==> config.mk <==
export PLATFORM = sky130hd
export DESIGN_NAME = button_conditioner
export DESIGN_NICKNAME = d
export VERILOG_FILES = /design/src/rtl/button_conditioner.sv
export SDC_FILE = /design/constraint.sdc
export NUM_CORES = 1
export LEC_CHECK = 0
export BUFFER_PORTS_ARGS = -buffer_cell sky130_fd_sc_hd__buf_2
export CORE_MARGIN = 4
export CORE_UTILIZATION = 51
export CTS_BUF_LIST = sky130_fd_sc_hd__clkbuf_16
export CTS_CLUSTER_DIAMETER = 80
export DETAILED_ROUTE_END_ITERATION = 6
export PLACE_DENSITY = 0.82
export SLEW_MARGIN = 20
export SYNTH_ARGS = -nofsm -noshare
export SYNTH_HDL_FRONTEND = slang
export SYNTH_SLANG_ARGS = --single-unit
==> constraint.sdc <==
create_clock -name clk -period 5.55 [get_ports clk]
set_clock_uncertainty 0.05 [all_clocks]
set_input_delay 0.555 -clock clk [delete_from_list [all_inputs] [get_ports clk]]
set_output_delay 0.555 -clock clk [all_outputs]
set_load 0.01 [all_outputs]
==> src/rtl/button_conditioner.sv <==
// rtl/button_conditioner.sv - N-channel button synchroniser, tick-sampled debouncer and press/release pulser.
// Optional hold-to-repeat is built when AUTO_REPEAT_EN is defined.
module button_conditioner #(
  parameter int N_CH         = 5,
  parameter int TICK_DIV     = 1000000,
  parameter int DB_DEPTH     = 4,
  parameter int REPEAT_DELAY = 50,
  parameter int REPEAT_RATE  = 10,
  localparam int IDX_W       = (N_CH > 1) ? $clog2(N_CH) : 1
) (
  input  logic             clk,
  input  logic             rst,
  input  logic [N_CH-1:0]  btn_in,
  output logic [N_CH-1:0]  btn_level,
  output logic [N_CH-1:0]  btn_pulse,
  output logic [N_CH-1:0]  btn_release,
  output logic             any_pulse,
  output logic [IDX_W-1:0] pulse_idx
);

  localparam int TW = $clog2(TICK_DIV);

  logic [N_CH-1:0]     sync1_q, sync2_q;
  logic [TW-1:0]       tick_cnt_q;
  logic                tick;
  logic [DB_DEPTH-1:0] hist_q [N_CH];
  logic [DB_DEPTH-1:0] hist_d [N_CH];
  logic [N_CH-1:0]     level_q, level_d;
  logic [N_CH-1:0]     pulse_q, pulse_d;
  logic [N_CH-1:0]     release_q, release_d;

`ifdef AUTO_REPEAT_EN
  localparam int RW = $clog2(REPEAT_DELAY + 1);
  logic [RW-1:0] rep_q [N_CH];
  logic [RW-1:0] rep_d [N_CH];
`endif

  assign tick = (tick_cnt_q == TW'(TICK_DIV - 1));

  always_comb begin
    level_d   = level_q;
    pulse_d   = '0;
    release_d = '0;
    for (int i = 0; i < N_CH; i++) begin
      hist_d[i] = hist_q[i];
`ifdef AUTO_REPEAT_EN
      rep_d[i] = rep_q[i];
`endif
    end
    if (tick) begin
      for (int i = 0; i < N_CH; i++) begin
        hist_d[i] = {hist_q[i][DB_DEPTH-2:0], sync2_q[i]};
        if (!level_q[i] && (&hist_d[i])) begin
          level_d[i] = 1'b1;
          pulse_d[i] = 1'b1;
`ifdef AUTO_REPEAT_EN
          rep_d[i] = '0;
`endif
        end else if (level_q[i] && !(|hist_d[i])) begin
          level_d[i]   = 1'b0;
          release_d[i] = 1'b1;
`ifdef AUTO_REPEAT_EN
          rep_d[i] = '0;
`endif
        end
`ifdef AUTO_REPEAT_EN
        // Counter holds held-ticks minus one; after each repeat it rewinds by the rate.
        else if (level_q[i]) begin
          if (rep_q[i] == RW'(REPEAT_DELAY - 1)) begin
            pulse_d[i] = 1'b1;
            rep_d[i]   = RW'(REPEAT_DELAY - REPEAT_RATE);
          end else begin
            rep_d[i] = rep_q[i] + RW'(1);
          end
        end
`endif
      end
    end
  end

  always_ff @(posedge clk) begin
    if (rst) begin
      sync1_q    <= '0;
      sync2_q    <= '0;
      tick_cnt_q <= '0;
      level_q    <= '0;
      pulse_q    <= '0;
      release_q  <= '0;
      for (int i = 0; i < N_CH; i++) begin
        hist_q[i] <= '0;
`ifdef AUTO_REPEAT_EN
        rep_q[i] <= '0;
`endif
      end
    end else begin
      sync1_q    <= btn_in;
      sync2_q    <= sync1_q;
      tick_cnt_q <= tick ? '0 : tick_cnt_q + TW'(1);
      level_q    <= level_d;
      pulse_q    <= pulse_d;
      release_q  <= release_d;
      for (int i = 0; i < N_CH; i++) begin
        hist_q[i] <= hist_d[i];
`ifdef AUTO_REPEAT_EN
        rep_q[i] <= rep_d[i];
`endif
      end
    end
  end

  always_comb begin
    pulse_idx = '0;
    for (int i = N_CH - 1; i >= 0; i--) begin
      if (pulse_q[i]) pulse_idx = IDX_W'(i);
    end
  end

  assign any_pulse   = |pulse_q;
  assign btn_level   = level_q;
  assign btn_pulse   = pulse_q;
  assign btn_release = release_q;

endmodule

== Yosys cells after proc, flatten, opt, wreduce, memory -nomap -nowiden ==
Memories as Yosys holds them, arrays and structs flattened.
Index checks and enable logic that the tools add are counted.
Storage, ports and cells
  memories kept: 1
  bits in read-only memories: 0
  word-level logic and storage cells: 105
  output and inout bits: 19
  register bits: 45
  latch bits: 0
  bits in writable memories: 20
Operators by class
  magnitude comparators: 0
  multipliers: 0
  reductions and logical operators: 48
  shift-type cells: 0
  div/mod/pow operators: 0
  muxes and demuxes: 34
  bitwise logic cells: 6
  equal/unequal tests: 1
  add/sub/neg operators: 1
Memory list
  hist_q: depth 5, width 4, read ports 5, clocked after memory_dff 0, wr ports 5, line 26  | logic [DB_DEPTH-1:0] hist_q [N_CH];
Operators by type and width (count)
  $mux 1: 23
  $add 20x1->20 const B: 1
  $eq 20x20->1 const B: 1
  $mux 20: 1
  $mux 4: 5
  $reduce_and 4->1: 5
  $reduce_or 4->1: 5
  $mux 3: 5
  $reduce_or 3->1: 5
  $logic_and 1x1->1: 10
  $logic_not 1->1: 10
  $reduce_and 2->1: 5
  $reduce_bool 2->1: 5
  $or 1x1->1: 5
  $reduce_or 5->1: 1
  $reduce_or 2->1: 2
  $not 1->1: 1

== Depth between registers and ports, before layout ==
Gate-level depths: netlist of the first run.
  depth in word-level cells: 5
  gate-level depth with buffers: 7
  depth with buffers taken out: 5

== Least setup slack after synthesis of the first run ==
OpenSTA, ideal clock, no wires.
  kind: reg2reg
  from: register tick_cnt_q[0]
  to: register tick_cnt_q[10]
  data required time: 5385 ps
  data arrival time: 1860 ps
  slack: 3526 ps
  period minus slack after synthesis: 2024 ps
  stages on the path, launching flop included: 8
  setup time: 115 ps
  cells stage by stage: dfxtp_1 -> ha_1 -> nand2_1 -> or4_4 -> buf_6 -> o21ai_4 -> buf_4 -> nor2_1
Between the ends
  cells in the longest elaborated chain, start to end: 2
  elaborated cells on any way between the ends: 3
  classes of those cells: 1 x add/sub; 1 x eq/ne; 1 x reduce/logical
Ends and longest elaborated chain
  from (decl): line 24  | logic [TW-1:0] tick_cnt_q;
  from (signal assigned): line 98  | tick_cnt_q <= tick ? '0 : tick_cnt_q + TW'(1);
  parallel branches: the longest is 2 deep, another holds $add 20x1->20
Parallel ways; which one is timed is not known.
A chain may end at the register's enable or synchronous reset.

== Final worst setup path of the first run ==
  from: register tick_cnt_q[0]
  to: register pulse_q[1], in the netlist btn_pulse[1]
Between the ends
  cells in the longest elaborated chain, start to end: 3
Ends and longest elaborated chain
  $eq 20x20->1: line 38  | assign tick = (tick_cnt_q == TW'(TICK_DIV - 1));
  $not 1->1 (no line)
  $reduce_or 2->1 (no line)
  to (signal assigned): line 100  | pulse_q <= pulse_d;
  to (decl): line 29  | logic [N_CH-1:0] pulse_q, pulse_d;
Every way passes these cells.

==> flow_metrics.tcl, run 1 <==
set metrics [dict create \
    status "completed" \
    period_needed_ps 2310 \
    dpl.hpwl_mm 2.84 \
    drcViolationCount 0 \
    numCtsBuffers 9 \
    drive_gt1_share_pct 20.8 \
    cts_root_buf "clkbuf_16" \
    cts_tree "done" \
    maxSlewHeadroom_pct 60.5 \
    yosys_register_bits 60 \
    cts_buffer_depth 2 \
    worst_slew_pin_slew_ps 591 \
    slew_viol_final 0 \
    crit_end "btn_pulse[1]" \
    grt_pass1_wl_mm 7.16 \
    cts.clk_slew.worst_paths_ps 50 \
    layout.cells.non_filler 312 \
    dieArea_um2 5640 \
    io_pins 26 \
    place_ws_ps 3270 \
    drv_cap 0 \
    grt_start_max_net_pins 20 \
    synth-main-ff-cell "dfxtp_1" \
    async_reset_ff_share_pct 0 \
    hold_violations 0 \
    setup_slack_ps 3240 \
    synth_edf_count 0 \
    period_share_pct 41.5 \
    place_inst 296 \
    critPathKind "reg2reg" \
    netSwitchingPower_mw 0.202 \
    seqPwrFrac_pct 40.6 \
    gp_congestion 0.806 \
    power.density_nw_per_um2 390 \
    vias_per_cell 5.52 \
    synth_cell_types 36 \
    fin_util_pct 63.8 \
    post_cts_resized 0 \
    ff2ff_path_depth 5 \
    port_buffers 25 \
    ir_drop_mv 0.184 \
    synthCells 228 \
    dr.pass1.iters 4 \
    p_int_mw 0.880 \
    cts_setup_buffers 0 \
    rsz0062_at_grt "no" \
    htreeDepth 3 \
    routedWlPerCell_um 13.7 \
    critPathLaunchType "register" \
    yosys_warnings 0 \
    grt_pass1_vias 1582 \
    endpoint_kind "register" \
    die_y_um 75.1 \
    timing.hold.ws_ps 382 \
    dpl_cell_area_um2 2440 \
    synth_top_area_share_pct 52.3 \
    clock_latency_ps 320 \
    worstHoldPathType "reg2reg" \
    r2r_setup_slack_ps 3240 \
    fmax_ghz 0.434 \
    switching_share_pct 18.7 \
    crit_start "tick_cnt_q[0]" \
    ant_nets 0 \
    fp.dieW_um 75.1 \
    arrival_ps 2500 \
    syn-num-nets 236 \
    clkSinkCount 60 \
    stdcell_area_um2 2780 \
    wirelength_mm 4.28 \
    overflow 0 \
    setup_viol 0 \
    rr_endpoint "btn_pulse[1]" \
    p_leak_nw 1.04 \
    hold_buffers 0 \
    n_antenna_cell 0 \
    power.total_mw 1.08 \
    num_vias 1721 \
    fin_setup_tns_ps 0 \
    cp_max_fo 13 \
    initial_core_util_pct 52.7 \
    nNetsFinal 263 \
    antenna_found_initial 0 \
    areaGrowthSynthToFinish_pct 20.9 \
    yosysSeqAreaShare_pct 52.3 \
    synthTopCellsByArea "dfxtp_1 (52%), a22o_1 (5.7%), nor3_2 (3.5%)" \
    syn_avg_cell_area_um2 10.1 \
    dr.first_iter.drc_count 95 \
    r2r-start "tick_cnt_q[0]" \
    hold_path_depth 1 \
    crit_required_ps 5740 \
    p_comb_share_pct 1.5 \
    core_um2 4350 \
    row_count 24 \
    grt_usage_pct 17.4 \
    synth_area_um2 2300 \
    power_frac_clock_pct 57.8 \
    synth.largest_area_cell "dfxtp_1" \
]
==> cells in the final DEF, fill, tap and decap left out, types with 3 or more instances in the layout <==
cell type	count
clkbuf_16	9
bufinv_16	3
nor2_1	18
or3_1	9
nor2b_1	10
o21ai_0	4
nand3_1	8
inv_1	12
nand4_1	6
nor3_2	8
dfxtp_1	60
a21oi_1	10
or4_1	9
buf_2	25
nand2_1	7
a22o_1	15
xnor2_1	8
xor2_1	3
nor3_1	6
and3_1	3
o31ai_1	6
==> sequential cells by signal (all words and copies together) (netlist names) <==
register	cells
tick_cnt_q	20
hist_q	15
btn_level	5
btn_pulse	5
btn_release	5
sync1_q	5
sync2_q	5
==> logic make-up after synthesis <==
family | synth area share [%]
and+or+nand+nor | 26.0
DFF | 52.3
AOI/OAI and AO/OA | 12.9
buffers and inverters | 3.98
xor gates and xnor gates | 4.20
adders and majority gates | 0.545
==> routing by layer <==
metal	GRT usage [%]	wire (um)	vias up	part of all wire [%]
li1	-	-	878	-
met1	20.1	1890	785	44
met2	26.7	1990	49	46
met3	6.14	286	9	6.7
met4	12.5	110	0	2.6
met5	0	0	-	0
==> final cells by class <==
cell class / count / area (um2)
Clock inverter: 7 / 115
Timing Repair Buffer: 25 / 125
Multi-Input combinational cell: 148 / 1000
Tap cell: 52 / 65.1
Sequential cell: 60 / 1200
Fill cell: 328 / 1580
Clock buffer: 9 / 225
Inverter: 11 / 41.3
==> worst min-delay path by stage <==
stage | startpoint | slack, ps | endpoint
4_1_cts | btn_in[4] | 380 | sync1_q[4]
3_5_place_dp | sync1_q[0] | 370 | sync2_q[0]
2_1_floorplan | sync1_q[0] | 360 | sync2_q[0]
5_1_grt | sync1_q[2] | 400 | sync2_q[2]
6_report | sync1_q[4] | 380 | sync2_q[4]
3_3_place_gp | sync1_q[4] | 370 | sync2_q[4]
==> power by group through the flow <==
stage	Sequential [mW]	Combinational, mW	Clock [mW]
finish	0.440	0.0167	0.626
CTS	0.439	0.0172	0.635
detailed placement	0.448	0.0167	0
global route	0.440	0.0191	0.653
floorplan	0.448	0.0119	0
global placement	0.448	0.0166	0
==> worst max-delay path, stage by stage (launching register included) <==
cell	delay (ps)
dfxtp_1	360
ha_1	220
nand2_1	140
or4_4	670
or3_1	600
nor3_2	180
==> synthesized netlist by cell type (6+ instances only) <==
library cell and count:
a21oi_1 10, a22o_1 15, dfxtp_1 60, inv_1 11
nand2_1 7, nand3_1 8, nand4_1 6, nor2_1 18
nor2b_1 10, nor3_1 6, nor3_2 8, o31ai_1 6
or3_1 9, or4_1 9, xnor2_1 8
(Power assumes the default switching activity.)
==> run 2, diff against run 1 <==
==> constraint.sdc (replaced) <==
create_clock -name clk -period 2.2 [get_ports clk]
set_clock_uncertainty 0.05 [all_clocks]
set_input_delay 0.22 -clock clk [delete_from_list [all_inputs] [get_ports clk]]
set_output_delay 0.22 -clock clk [all_outputs]
set_load 0.01 [all_outputs]
==> run 2 against run 1 <==
Compared with the run above:
- clock power rose to 2.9 times the previous value
- combinational power rose to 2.9 times the previous value
- non-clock buffer count increased by 11
- critical path type unchanged
- highest routed layer unchanged
==> flow_metrics.tcl, run 2 (synthesis gave the netlist of run 1 again) <==
set metrics [dict create \
    numCtsBuffers 9 \
    io_pins 26 \
    setup_viol 0 \
    hold_violations 0 \
    routedWlPerCell_um 14.6 \
    period_share_pct 97.8 \
    hold_path_depth 2 \
    cp_max_fo 6 \
    largest_registers "tick_cnt_q: 20 flops, hist_q: 15 flops" \
    period_needed_ps 2150 \
    slew_viol_final 0 \
    gp_congestion 0.747 \
    critPathLaunchType "register" \
    cp.buffers_inverters 1 \
    grt_pass1_vias 1680 \
    grt_pass1_wl_mm 7.72 \
    maxSlewHeadroom_pct 74.2 \
    cts_tree "done" \
    fmax_ghz 0.465 \
    wirelength_mm 4.73 \
    largest_register_ffs 20 \
    n_antenna_cell 0 \
    clock_latency_ps 330 \
    ir_drop_mv 0.766 \
    r2r-start "tick_cnt_q[15]" \
    place_ws_ps 62.6 \
    cpPeakStageDelay_ps 590 \
    final_cell_mix "dfxtp_1 (60), buf_2 (25), nor2_1 (18), a22o_1 (15), inv_1 (11)" \
    p_leak_nw 1.11 \
    arrival_ps 2330 \
    worstHoldPathType "in2reg" \
    drive_gt1_share_pct 25.5 \
    fp.dieW_um 75.1 \
    stdcell_area_um2 2930 \
    wl_met3_um 308 \
    power.density_nw_per_um2 1010 \
    fin_util_pct 67.4 \
    met1_length_mm 2.10 \
    worst_slew_pin_slew_ps 382 \
    areaGrowthSynthToFinish_pct 27.7 \
    antenna_found_initial 0 \
    setup_slack_ps 48.4 \
    rr_endpoint "btn_level[4]" \
    ff2ff_path_depth 5 \
    dieArea_um2 5640 \
    cts_buffer_depth 2 \
    dr.first_iter.drc_count 102 \
    holdCritStartpoint "btn_in[3]" \
    endpoint_kind "register" \
    crit_slowest_cell "or4_4" \
    power.total_mw 2.97 \
    critPathKind "reg2reg" \
    hold_buffers 0 \
    highest_layer "met4" \
    num_vias 1799 \
    crit_chain "or3b_1 -> or4_4 -> buf_4 -> or2_1 -> o32ai_2" \
    hold_end "sync1_q[3]" \
    cts_root_buf "clkbuf_16" \
    vias_per_cell 5.57 \
    nNetsFinal 274 \
    row_count 24 \
    place_inst 305 \
    cp_top_family "simple AND/OR/NAND/NOR gates" \
    timing.hold.ws_ps 52.6 \
    cts.clk_slew.worst_paths_ps 50 \
    overflow 0 \
    drv_cap 0 \
    dpl_cell_area_um2 2520 \
    grt_start_max_net_pins 20 \
    port_buffers 25 \
    status "completed" \
    core_um2 4350 \
    ant_nets 0 \
    drcViolationCount 0 \
    initial_core_util_pct 52.7 \
    layout.cells.non_filler 323 \
    wl_met2_mm 2.26 \
    dr.pass1.iters 4 \
    die_y_um 75.1 \
    dpl.hpwl_mm 2.98 \
    crit_required_ps 2380 \
    r2r_setup_slack_ps 50 \
    rsz0062_at_grt "no" \
    grt_usage_pct 18.7 \
    htreeDepth 3 \
    clkSinkCount 60 \
    fin_setup_tns_ps 0 \
    regMostFlops "tick_cnt_q" \
    final_common_cell "dfxtp_1" \
]
run 2: final cells by class:
cell class | count | area [um2]
fill | 325 | 1420
sequential | 60 | 1200
multi-input combinational | 148 | 1020
clock buffer | 9 | 225
timing repair buffer | 36 | 220
clock inverter | 7 | 163
tap | 52 | 65.1
inverter | 11 | 41.3
run 2: per-layer routing:
metal | global-route usage [%] | vias up
met4 | 6.52 | 0
li1 | - | 901
met1 | 21.6 | 844
met3 | 9.35 | 8
met2 | 30.0 | 46
met5 | 0 | -
run 2: how the worst max path moves through the flow:
stage | start | to | slack (ps) | cells after the start
6_report | tick_cnt_q[15] | btn_level[4] | 50 | 5
5_1_grt | tick_cnt_q[0] | tick_cnt_q[18] | 3 | 5
4_1_cts | tick_cnt_q[0] | btn_level[4] | 10 | 6
3_5_place_dp | tick_cnt_q[0] | btn_pulse[1] | 60 | 5
3_3_place_gp | tick_cnt_q[0] | btn_release[2] | 120 | 5
2_1_floorplan | tick_cnt_q[0] | tick_cnt_q[10] | 180 | 7
run 2: power breakdown:
part,internal [mW],leakage [nW],switching [mW]
Combinational,0.0211,0.442,0.0276
Sequential,1.10,0.486,0.00825
Clock,1.33,0.186,0.480
Total,2.45,1.11,0.516
run 2: timing repair:
action                                  4_1_cts  5_1_grt
gates resized for setup                       0        3
endpoints found under the setup margin        0       27
buffers inserted                              0        2
==> run 3, diff against run 2 <==
--- a/config.mk
+++ b/config.mk
@@ -12,7 +12,8 @@
 export CTS_CLUSTER_DIAMETER = 80
 export DETAILED_ROUTE_END_ITERATION = 6
 export PLACE_DENSITY = 0.82
-export SLEW_MARGIN = 20
+export REMOVE_ABC_BUFFERS = 1
+export SLEW_MARGIN = 0
 export SYNTH_ARGS = -nofsm -noshare
 export SYNTH_HDL_FRONTEND = slang
 export SYNTH_SLANG_ARGS = --single-unit
==> run 3 against run 2 <==
Compared with the run above:
- sequential cell count unchanged
- fmax about the same
- combinational power about the same
- power decreased by 21%
- first-iteration DRC count increased by 11%
- final cell count decreased by 0.62%
- via count decreased by 3.2%
- worst setup slack improved by 1.5 ps
- clock power decreased by 34%
- non-clock buffer count decreased by 1
- die area unchanged
- largest power group unchanged
==> flow_metrics.tcl, run 3 (synthesis gave the netlist of run 1 again) <==
set metrics [dict create \
    setup_viol 0 \
    crit_start "tick_cnt_q[15]" \
    vias_per_cell 5.43 \
    final_common_cell "dfxtp_1" \
    worstHoldPathType "in2reg" \
    htreeDepth 3 \
    ir_drop_mv 0.595 \
    regMostFlops "tick_cnt_q" \
    row_count 24 \
    dr.pass1.iters 4 \
    io_pins 26 \
    maxSlewHeadroom_pct 75.0 \
    rsz0062_at_grt "yes" \
    power.density_nw_per_um2 837 \
    ff2ff_path_depth 5 \
    fmax_ghz 0.465 \
    core_um2 4350 \
    clock_latency_ps 320 \
    ant_nets 0 \
    hold_violations 0 \
    num_vias 1742 \
    grt_pass1_wl_mm 7.10 \
    place_ws_ps 62.1 \
    routedWlPerCell_um 13.3 \
    critPathLaunchType "register" \
    r2r-start "tick_cnt_q[15]" \
    power.total_mw 2.35 \
    period_share_pct 97.7 \
    r2r_setup_slack_ps 50 \
    seq_area_um2 1200 \
    fillers 328 \
    largest_registers "tick_cnt_q: 20 flops, hist_q: 15 flops" \
    period_needed_ps 2150 \
    fin_util_pct 64.4 \
    drcViolationCount 0 \
    critPathKind "reg2reg" \
    areaGrowthSynthToFinish_pct 22.1 \
    grt_usage_pct 16.6 \
    largest_register_ffs 20 \
    initial_core_util_pct 52.7 \
    cts.clk_slew.worst_paths_ps 50 \
    cts_root_buf "clkbuf_16" \
    rr_endpoint "btn_level[0]" \
    overflow 0 \
    cp_max_fo 8 \
    crit_required_ps 2400 \
    fp.dieW_um 75.1 \
    slew_viol_final 0 \
    crit_end "btn_level[0]" \
    nNetsFinal 273 \
    cts_tree "done" \
    port_buffers 25 \
    clkSinkCount 60 \
    dr.first_iter.drc_count 113 \
    dieArea_um2 5640 \
    die_y_um 75.1 \
    n_antenna_cell 0 \
    grt_pass1_vias 1613 \
    p_leak_nw 1.05 \
    dpl.hpwl_mm 2.92 \
    final_cell_mix "dfxtp_1 (60), buf_2 (25), nor2_1 (18), a22o_1 (15), inv_1 (12)" \
    drive_gt1_share_pct 24.5 \
    antenna_found_initial 0 \
    wirelength_mm 4.26 \
    grt_start_max_net_pins 20 \
    numCtsBuffers 9 \
    gp_congestion 0.796 \
    status "completed" \
    worst_slew_pin_slew_ps 375 \
    setup_slack_ps 49.9 \
    cts_buffer_depth 2 \
    endpoint_kind "register" \
    arrival_ps 2350 \
    drv_cap 0 \
    multiInputGateArea_um2 1010 \
]
-- run 3: per-stage QoR --
| step | area (um2) | hold slack (ps) | std cells | TNS [ps] |
|---|---|---|---|---|
| 2_1_floorplan | 2250 | 239 | 219 | 0 |
| 3_3_place_gp | 2530 | 367 | 305 | 0 |
| 3_5_place_dp | 2530 | 375 | 305 | 0 |
| 4_1_cts | 2790 | 54.7 | 320 | 0 |
| 5_1_grt | 2800 | 69.8 | 321 | -30.1 |
| 6_report | 2800 | 57.6 | 321 | 0 |
-- run 3: final cells by class --
| type | instances | share of cell area (%) |
|---|---|---|
| clock buffers | 9 | 8.03 |
| clock inverters | 6 | 1.20 |
| inverters | 11 | 1.47 |
| multi-input cells | 148 | 36.1 |
| flip-flops and latches | 60 | 42.8 |
| well taps | 52 | 2.32 |
| repair buffers | 35 | 8.03 |
-- run 3: worst min path at each step --
stage,start,end,slack (ps),depth (start not counted)
6_report,btn_in[3],sync1_q[3],60,2
3_3_place_gp,sync1_q[2],sync2_q[2],370,1
2_1_floorplan,rst,btn_level[0],240,1
5_1_grt,btn_in[0],sync1_q[0],70,2
3_5_place_dp,sync1_q[1],sync2_q[1],370,1
4_1_cts,btn_in[0],sync1_q[0],50,2
-- run 3: what timing repair did --
| action | 4_1_cts | 5_1_grt |
|---|---|---|
| resized for setup | 0 | 3 |
| buffers inserted | 0 | 1 |
| hold buffers | 0 | 0 |
| endpoints found under the setup margin | 0 | 27 |
-- run 3: critical path, stage by stage, from the launching register on --
cell,delay (ps)
dfxtp_1,320
or3b_1,380
or4_4,590
buf_4,190
or3_1,400
a21oi_2,150
-- run 3: metal layers --
metal	up-vias	wire length [um]	track usage, %
met5	-	0	0
met4	0	83	9.29
met3	8	168	4.54
met2	34	1920	24.8
met1	809	2100	21.6
li1	891	-	-
-- run 3: power breakdown --
| group | leakage (nW) | internal, mW | switching [mW] |
|---|---|---|---|
| sequential | 0.486 | 1.10 | 0.00749 |
| combinational | 0.439 | 0.0214 | 0.0271 |
| clock | 0.128 | 0.741 | 0.448 |
